**config.mk**
```make
export PLATFORM = sky130hd
export DESIGN_NAME = mem_port_arbiter
export DESIGN_NICKNAME = d
export VERILOG_FILES = /design/src/rtl/mem_port_arbiter_pkg.sv /design/src/rtl/mem_arb_pick.sv /design/src/rtl/mem_port_arbiter.sv
export SDC_FILE = /design/constraint.sdc
export NUM_CORES = 1
export LEC_CHECK = 0
export CELL_PAD_IN_SITES_DETAIL_PLACEMENT = 2
export CELL_PAD_IN_SITES_GLOBAL_PLACEMENT = 2
export CORE_MARGIN = 4
export CORE_UTILIZATION = 10
export DETAILED_ROUTE_END_ITERATION = 16
export GPL_ROUTABILITY_DRIVEN = 0
export GPL_TIMING_DRIVEN = 0
export PLACE_DENSITY_LB_ADDON = 0.1
export REMOVE_ABC_BUFFERS = 1
export SETUP_SLACK_MARGIN = 0.1
export SYNTH_ARGS = -nofsm -noshare
export SYNTH_HDL_FRONTEND = slang
export SYNTH_HIERARCHICAL = 1
export SYNTH_SLANG_ARGS = --single-unit
```
**constraint.sdc**
```tcl
create_clock -name clk -period 2.5 [get_ports clk]
set_clock_uncertainty 0.05 [all_clocks]
set_input_delay 0.375 -clock clk [delete_from_list [all_inputs] [get_ports clk]]
set_output_delay 0.375 -clock clk [all_outputs]
set_load 0.02 [all_outputs]
```
**src/rtl/mem_port_arbiter_pkg.sv**
```systemverilog
// Shared definitions for the unified-memory port arbiter: bus-width defaults
// common to the core and memory, plus the read-ownership state encodings.
package mem_port_arbiter_pkg;

  localparam int unsigned ARB_ADDR_W = 16;
  localparam int unsigned ARB_DATA_W = 32;

  localparam logic [1:0] ST_IDLE  = 2'd0;
  localparam logic [1:0] ST_RD_IF = 2'd1;
  localparam logic [1:0] ST_RD_D  = 2'd2;

endpackage

```
**src/rtl/mem_arb_pick.sv**
```systemverilog
// Winner select between fetch and load/store: data has priority unless the
// fetch side has been starved long enough.
module mem_arb_pick (
  input  logic if_req,
  input  logic d_req,
  input  logic starved,
  output logic pick_if,
  output logic pick_d
);

  // Data wins any contest except when fetch has hit the starvation limit.
  always_comb begin
    pick_d  = d_req && !(if_req && starved);
    pick_if = if_req && !pick_d;
  end

endmodule

```
**src/rtl/mem_port_arbiter.sv**
```systemverilog
// Single-port memory arbiter between instruction fetch and load/store.
// One access per cycle; 1-cycle read data is steered back to its issuer.
module mem_port_arbiter
  import mem_port_arbiter_pkg::*;
#(
  parameter int unsigned ADDR_W     = ARB_ADDR_W,
  parameter int unsigned DATA_W     = ARB_DATA_W,
  parameter int unsigned STARVE_MAX = 4
) (
  input  logic                clk,
  input  logic                rst,
  input  logic                if_req,
  input  logic [ADDR_W-1:0]   if_addr,
  output logic                if_gnt,
  output logic                if_rvalid,
  output logic [DATA_W-1:0]   if_rdata,
  input  logic                d_req,
  input  logic                d_we,
  input  logic [ADDR_W-1:0]   d_addr,
  input  logic [DATA_W-1:0]   d_wdata,
  input  logic [DATA_W/8-1:0] d_wstrb,
  output logic                d_gnt,
  output logic                d_rvalid,
  output logic [DATA_W-1:0]   d_rdata,
  output logic                mem_en,
  output logic                mem_we,
  output logic [ADDR_W-1:0]   mem_addr,
  output logic [DATA_W-1:0]   mem_wdata,
  output logic [DATA_W/8-1:0] mem_wstrb,
  input  logic [DATA_W-1:0]   mem_rdata
);

  localparam int unsigned    CNT_W   = $clog2(STARVE_MAX + 1);
  localparam logic [CNT_W-1:0] CNT_MAX = CNT_W'(STARVE_MAX);

  logic [CNT_W-1:0] starve_cnt;
  logic [1:0]       state;
  logic [1:0]       state_nxt;
  logic             pick_if;
  logic             pick_d;

  mem_arb_pick u_pick (
    .if_req  (if_req),
    .d_req   (d_req),
    .starved (starve_cnt == CNT_MAX),
    .pick_if (pick_if),
    .pick_d  (pick_d)
  );

  // Grants and memory command from the winner; everything held low in reset.
  always_comb begin
    if_gnt    = 1'b0;
    d_gnt     = 1'b0;
    mem_en    = 1'b0;
    mem_we    = 1'b0;
    mem_addr  = '0;
    mem_wdata = '0;
    mem_wstrb = '0;
    if (rst) begin
      if_gnt = pick_if;
      d_gnt  = pick_d;
      if (pick_d) begin
        mem_en    = 1'b1;
        mem_we    = d_we;
        mem_addr  = d_addr;
        mem_wdata = d_wdata;
        mem_wstrb = d_wstrb;
      end else if (pick_if) begin
        mem_en   = 1'b1;
        mem_addr = if_addr;
      end
    end
  end

  // Owner of the read data returning next cycle; stores return nothing.
  always_comb begin
    state_nxt = ST_IDLE;
    if (if_gnt)             state_nxt = ST_RD_IF;
    else if (d_gnt && !d_we) state_nxt = ST_RD_D;
  end

  // Response-ownership FSM and registered valids.
  always_ff @(posedge clk) begin
    if (!rst) begin
      state     <= ST_IDLE;
      if_rvalid <= 1'b0;
      d_rvalid  <= 1'b0;
    end else begin
      state     <= state_nxt;
      if_rvalid <= (state_nxt == ST_RD_IF);
      d_rvalid  <= (state_nxt == ST_RD_D);
    end
  end

  // Consecutive denied fetch cycles, saturating at the starvation limit.
  always_ff @(posedge clk) begin
    if (!rst) begin
      starve_cnt <= '0;
    end else if (if_req && !if_gnt) begin
      if (starve_cnt != CNT_MAX) starve_cnt <= starve_cnt + 1'b1;
    end else begin
      starve_cnt <= '0;
    end
  end

  // Steer memory read data to whichever requester owns this cycle's return.
  always_comb begin
    if_rdata = '0;
    d_rdata  = '0;
    if (state == ST_RD_IF) if_rdata = mem_rdata;
    else if (state == ST_RD_D) d_rdata = mem_rdata;
  end

endmodule

```
Word level (Yosys, flattened, before mapping) --
Index checks and enable logic that the tools add are counted.
Storage, ports and cells: register bits after elaboration 7, input bits 105, output and inout port bits 122, logic and storage cells 40
Cells by class: $add $sub $neg 1, equal/unequal tests 6, multiplexer cells 19, reductions and logical operators 10
Operators by type and width (count):
- two-way mux 32 bit | 5
- two-way mux 16 bit | 3
- two-way mux 4 bit | 2
- two-way mux 1 bit | 7
- logical AND 1 bit | 5
- == test 2 x 1 -> 1 bit, second input constant | 2
- == test 2 bit, second input constant | 2
- zero test 1 bit | 4
- two-way mux 2 bit | 2
- adder 3 x 1 -> 3 bit, second input constant | 1
- == test 3 bit, second input constant | 1
- != test 3 bit, second input constant | 1
- AND reduction 2 bit | 1

Longest topological paths before layout --
Gate-level depths: netlist of the first run.
depth after elaboration 10, gate-level depth with buffers 9, depth with buffers taken out 7

Modules after synthesis --
The synthesis of the first run kept the hierarchy.
Modules (own cells, without submodules):
- mem_port_arbiter | times used 1, cells each 165, area an instance 1153.6 um2, seq. area each 120.1 um2
- mem_arb_pick | times used 1, cells each 3, area an instance 18.8 um2, seq. area each 0.0 um2

Worst setup path after synthesis of the first run --
Ideal clock, no wire load.
path type register to output, start register starve_cnt[0], end output port mem_addr[10], data arrival time 1671 ps, required time 2075 ps, slack 404 ps, cell stages (with the launch flop) 10, cells stage by stage dfxtp_1 > inv_1 > ha_1 > and2_1 > inv_1 > a21boi_1 > and3b_1 > buf_4 > buf_6 > a22o_1
Between the ends: cells in the longest elaborated chain, start to end 9
RTL lines:
- start, declared | RTL line mem_port_arbiter.sv:36 | logic [CNT_W-1:0] starve_cnt;
- start signal, assigned | RTL line mem_port_arbiter.sv:100 | if (starve_cnt != CNT_MAX) starve_cnt <= starve_cnt + 1'b1;
- == test 3 bit | RTL line mem_port_arbiter.sv:45 | .starved (starve_cnt == CNT_MAX),
- logical AND 1 bit | RTL line mem_arb_pick.sv:13 | pick_d = d_req && !(if_req && starved);
- zero test 1 bit | RTL line mem_arb_pick.sv:13
- logical AND 1 bit | RTL line mem_arb_pick.sv:13
- zero test 1 bit | RTL line mem_arb_pick.sv:14 | pick_if = if_req && !pick_d;
- logical AND 1 bit | RTL line mem_arb_pick.sv:14
- via pick_if | RTL line mem_port_arbiter.sv:39 | logic pick_if;
- two-way mux 16 bit | RTL line mem_port_arbiter.sv:68 | end else if (pick_if) begin
- two-way mux 16 bit | RTL line mem_port_arbiter.sv:62 | if (pick_d) begin
- two-way mux 16 bit | RTL line mem_port_arbiter.sv:59 | if (rst) begin
- end, declared | RTL line mem_port_arbiter.sv:27 | output logic [ADDR_W-1:0] mem_addr,
The timed path passes the listed nets, and every way through them passes these cells.

Worst setup path after layout of the first run --
start register starve_cnt[1], end output port mem_addr[13]
Between the ends: cells in the longest elaborated chain, start to end 9
RTL lines:
- == test 3 bit (*) | RTL line mem_port_arbiter.sv:45
- logical AND 1 bit (*) | RTL line mem_arb_pick.sv:13
- zero test 1 bit (*) | RTL line mem_arb_pick.sv:13
- logical AND 1 bit (*) | RTL line mem_arb_pick.sv:13
- via pick_d | RTL line mem_port_arbiter.sv:40 | logic pick_d;
- zero test 1 bit | RTL line mem_arb_pick.sv:14
- logical AND 1 bit | RTL line mem_arb_pick.sv:14
- two-way mux 16 bit | RTL line mem_port_arbiter.sv:68
- two-way mux 16 bit (*) | RTL line mem_port_arbiter.sv:62
- two-way mux 16 bit (*) | RTL line mem_port_arbiter.sv:59
Mark *: on every way through the listed nets, which the timed path passes. The rest lies on a longest branch.

==> results.cfg, run 1 <==
[logic_synthesis]
ys_seq_elements = 6
synth_area_leaders = and2_1, and3_1, a22o_1
syn_area_um2 = 1170
syn_area_per_cell_um2 = 6.98
synth_top_cell_by_area = and2_1
synth_top_area_frac = 0.368
syn_inst = 168
ys_types = 22
synth_seq_area_share = 0.102
synth_warnings = 6

[grt]
overflow = 0
grt_pass1_wl_um = 13100
grt_pass1_vias = 2276
antenna_found_initial = 0
grt_max_degree = 44
grt_usage = 0.124

[detailed_routing]
drt-vias-per-instance = 3.95
drt_iter0_markers = 47
drt-total-wl_um = 9320
wl_per_cell_um = 17.2
via_count = 2143
drtPass1Iterations = 3
drtAntennaViolNets = 0
drc = 0

[setup_path]
critPathMaxStageDelay_ns = 0.33
start_kind = register
cp.arrival_ns = 1.98
path_cells = inv_2 -> ha_4 -> and2_4 -> a21boi_4 -> buf_12 -> and3b_2 -> buf_12 -> a22o_1 -> buf_2
slowest_stage = dfxtp_2
critPathKind = reg -> out
cp.required_ns = 2.08
cpMostUsedCell = buf_12
end_kind = output pin
crit_fanout = 16

[clocking]
h-tree-depth = 1
clock_path_buffers = 2
cts-root-buf = clkbuf_16
clk_latency_ns = 0.23
ctsHoldBuffers = 0
clkTransAtPathRegs_ns = 0.03
cts.sinks = 6
cts_buffers = 3
cts_tree = done

[floorplan]
io-pin-count = 227
die_area_um2 = 13500
fp.dieW_um = 116
start_util = 0.102
fp.dieH_um = 116
core_region_area_um2 = 11500
rows = 39

[placed_design]
dp_hpwl_um = 7660
io_buffer_count = 226
dpl_cell_area_um2 = 3570
placedCellCount = 522

[timing]
post-route-period-util = 0.964
setup_violations = 0
drv_slew = 0
relSlewSlack = 0.563
hold_viol_final = 0
rsz0062_at_grt = yes
period_minus_slack_ns = 2.41
worst_pin_slew_ns = 0.656
tns_ns = 0
fin_hold_ws_ns = 0.506
max_clock_freq_mhz = 415

[final_layout]
layout-drive-gt1-share = 0.195
mostFrequentLayoutCell = clkdlybuf4s50_1
fillers = 1320
area_growth_pct = 221
multiInputGateArea_um2 = 995
postLayoutCoreUtil = 0.328
finalNetCount = 508
seqCellArea_um2 = 124
mostFrequentLayoutCells = clkdlybuf4s50_1, and2_1, and3_1, buf_2, dlygate4sd2_1
design_area_um2 = 3760
layout.cells.non_filler = 543

[run_status]
status = completed

[power]
power.share.sequential = 0.118
p_switching_mw = 0.261
swShare = 0.300
clkPwrFrac = 0.294
p_leak_nw = 1.78
internal_power_mw = 0.610
vdd_drop_max_v = 0.000169
combPwrFrac = 0.588
powerDensity_nw_per_um2 = 232

[worst_hold_path]
hold_class = reg -> reg

[run]
maxCapViolCount = 0
## logic make-up after synthesis
family,count (synthesis),synth area share
flip-flops,6,0.102
buffers and inverters,21,0.0907
AO/OA/AOI/OAI,22,0.156
adder cells (fa/ha/maj),2,0.0213
AND/OR/NAND/NOR,117,0.630
## sequential cells by signal, summed over array words and instances (netlist names)
register	flops
starve_cnt	3
d_rvalid	1
if_rvalid	1
state	1
## cell type report
cell class              count  share of cell area
inverters                   3             0.00300
flip-flops and latches      6              0.0330
diodes                      1            0.000666
well taps                 143              0.0476
multi-input cells         141               0.265
repair buffers            246               0.631
clock buffers               3              0.0200
## metal layers
layer | up-vias | part of all wire | GRT usage | routed length (um)
li1 | 1030 | - | - | -
met1 | 949 | 0.38 | 0.140 | 3550
met2 | 160 | 0.48 | 0.223 | 4450
met3 | 4 | 0.14 | 0.0477 | 1270
met4 | 0 | 0.0055 | 0.0240 | 51
met5 | - | 0 | 0 | 0
## metrics by stage
step / setup WS [ns] / total power, mW
final: 0.0909 / 0.871
after global routing: 0.0135 / 0.919
after CTS: 0.0680 / 0.886
after detailed placement: -1.18 / 0.605
after global placement: -2.03 / 0.592
after floorplan: -0.576 / 0.265
## synth_stat cells, drive strengths merged
master and number:
and3b 2, and3 37, nand3b 1, nor3b 1, a21bo 1, buf 4, a22o 16, inv 3
nand3 2, a21oi 2, nor2b 2, a21o 1, and2 69, ha 2, dfxtp 6, a21boi 2
clkbuf 14, or2 1, nor3 1, nor2 1
## path summary, 6_finish.rpt
path	from	end	slack, ns	depth (start not counted)
max	starve_cnt[1]	mem_addr[13]	0.09	9
min	starve_cnt[2]	starve_cnt[0]	0.51	2
max reg2reg	starve_cnt[1]	d_rvalid	1.01	7
min reg2reg	starve_cnt[2]	starve_cnt[0]	0.51	2
## critical path: cells and delay by family, from the launching register on
| family | cells | cell delay (ns) |
|---|---|---|
| AO/OA/AOI/OAI | 2 | 0.38 |
| AND/OR/NAND/NOR | 2 | 0.38 |
| flip-flops | 1 | 0.33 |
| buffers and inverters | 4 | 0.50 |
| adder cells (fa/ha/maj) | 1 | 0.16 |
## repair_timing
action | in CTS | in global routing
cloned | 2 | 0
setup endpoints to repair | 121 | 34
resized for setup | 186 | 21
setup buffers | 14 | 1
pin swaps | 2 | 1
## power by group through the flow
stage / sequential (mW) / combinational (mW) / clock [mW]
2_1_floorplan: 0.104 / 0.161 / 0
3_3_place_gp: 0.103 / 0.489 / 0
3_5_place_dp: 0.104 / 0.502 / 0
4_1_cts: 0.103 / 0.525 / 0.258
5_1_grt: 0.103 / 0.549 / 0.267
6_report: 0.103 / 0.512 / 0.256
Power figures use the tool's default switching activity.
==> inputs of run 2 (changes only) <==
--- a/config.mk
+++ b/config.mk
@@ -13,6 +13,7 @@
 export GPL_ROUTABILITY_DRIVEN = 0
 export GPL_TIMING_DRIVEN = 0
 export PLACE_DENSITY_LB_ADDON = 0.1
+export RECOVER_POWER = 50
 export REMOVE_ABC_BUFFERS = 1
 export SETUP_SLACK_MARGIN = 0.1
 export SYNTH_ARGS = -nofsm -noshare
==> run 2 against run 1 <==
Effect of this change: clock-buffer cell count unchanged; worst setup slack about the same; critical path depth unchanged; combinational power down 2%.
==> results.cfg, run 2 (synthesis gave the netlist of run 1 again) <==
[run_status]
status = completed

[final_layout]
largest_reg_flops = 3
layout-drive-gt1-share = 0.195
area_growth_pct = 221
finalNetCount = 508
top_register = starve_cnt
fillers = 1320
mostFrequentLayoutCells = clkdlybuf4s50_1, and2_1, dlygate4sd3_1, and3_1, buf_2
multiInputGateArea_um2 = 995
mostFrequentLayoutCell = clkdlybuf4s50_1
seqCellArea_um2 = 124

[timing]
setup_violations = 0
max_clock_freq_mhz = 415
hold_viol_final = 0
post-route-period-util = 0.964
relSlewSlack = 0.562
fin_hold_ws_ns = 0.506
worst_pin_slew_ns = 0.657
setup_ws_ns = 0.0909
period_minus_slack_ns = 2.41
rsz0062_at_grt = yes
drv_slew = 0

[clocking]
clk_latency_ns = 0.23
cts-root-buf = clkbuf_16
cts_buffers = 3
clkTransAtPathRegs_ns = 0.03
ctsHoldBuffers = 0
clock_path_buffers = 2
cts_tree = done
h-tree-depth = 1
cts.sinks = 6

[detailed_routing]
drt-total-wl_um = 9300
drtAntennaViolNets = 0
drc = 0
via_count = 2139
drtPass1Iterations = 3
wl_per_cell_um = 17.1
drt-vias-per-instance = 3.94
drt_iter0_markers = 46

[grt]
grt_util_met3 = 0.0477
antenna_found_initial = 0
grt_use_met2 = 0.223
overflow = 0
grt.met1_usage = 0.140
grt_max_degree = 44
top_usage_layer = met2
grt_pass1_vias = 2276
grt_usage = 0.124
grt_pass1_wl_um = 13100

[setup_path]
cp.arrival_ns = 1.98
reg2reg_from = starve_cnt[1]
r2r_cells = 7
start_kind = register
crit_fanout = 16
r2r_slack_ns = 1.01
end_kind = output pin
r2r-end = d_rvalid
critPathKind = reg -> out
cp.required_ns = 2.08

[placed_design]
dp_hpwl_um = 7660
dp_slack_ns = -1.18
io_buffer_count = 226

[power]
vdd_drop_max_v = 0.000169
powerDensity_nw_per_um2 = 229
p_leak_nw = 1.95

[floorplan]
fp.dieH_um = 116
core_region_area_um2 = 11500
start_util = 0.102
io-pin-count = 227
fp.dieW_um = 116
die_area_um2 = 13500
rows = 39

[worst_hold_path]
hold_depth = 2
hold_class = reg -> reg
worstHoldStart = starve_cnt[2]
holdPathEnd = starve_cnt[0]

[run]
maxCapViolCount = 0
==> run 2: worst max-delay path: stages (launching register included) <==
cell      delay, ns
dfxtp_2        0.33
inv_2          0.05
ha_4           0.16
and2_4         0.16
a21boi_4       0.20
buf_12         0.14
and3b_2        0.22
buf_12         0.15
a22o_1         0.18
buf_2          0.16
==> run 2: what timing repair did <==
action	4_1_cts	5_1_grt
gates cloned	2	0
pin swaps	2	1
buffers inserted	14	1
gates resized for setup	186	21
setup endpoints to repair	121	34
==> run 2: area by class of cell <==
| type | instances | share of cell area |
|---|---|---|
| inverters | 3 | 0.00300 |
| multi-input cells | 141 | 0.265 |
| repair buffers | 246 | 0.631 |
| clock buffers | 3 | 0.0200 |
| diodes | 1 | 0.000666 |
| well taps | 143 | 0.0476 |
| flip-flops and latches | 6 | 0.0330 |
==> run 2: worst max-delay path by stage <==
stage,from,endpoint,slack (ns),cells past startpoint
after global placement,d_req,mem_addr[2],-2.03,5
after global routing,starve_cnt[0],mem_addr[13],0.01,9
final,starve_cnt[1],mem_addr[13],0.09,9
after CTS,starve_cnt[0],mem_addr[13],0.07,9
after detailed placement,rst,mem_addr[2],-1.18,4
after floorplan,starve_cnt[0],mem_addr[0],-0.58,6
==> run 2: power by group <==
part           internal, mW  switching (mW)  total (mW)
logic                 0.297           0.207       0.504
clock network         0.205          0.0508       0.256
registers            0.0999         0.00266       0.103
total                 0.602           0.260       0.862
==> run 2: stage by stage <==
stage,TNS [ns],area (um2),power [mW],utilization,cells
after global routing,0,3760,0.910,0.328,542
after global placement,-129.29,3520,0.592,0.307,519
after CTS,0,3820,0.886,0.333,541
final,0,3760,0.862,0.328,543
after floorplan,-10.11,1080,0.265,-,150
after detailed placement,-38.81,3570,0.605,0.312,522
==> run 2: routing by layer <==
layer / share of wire / vias up
met3: 0.14 / 4
met5: 0 / -
li1: - / 1030
met2: 0.48 / 160
met4: 0.0055 / 0
met1: 0.38 / 945
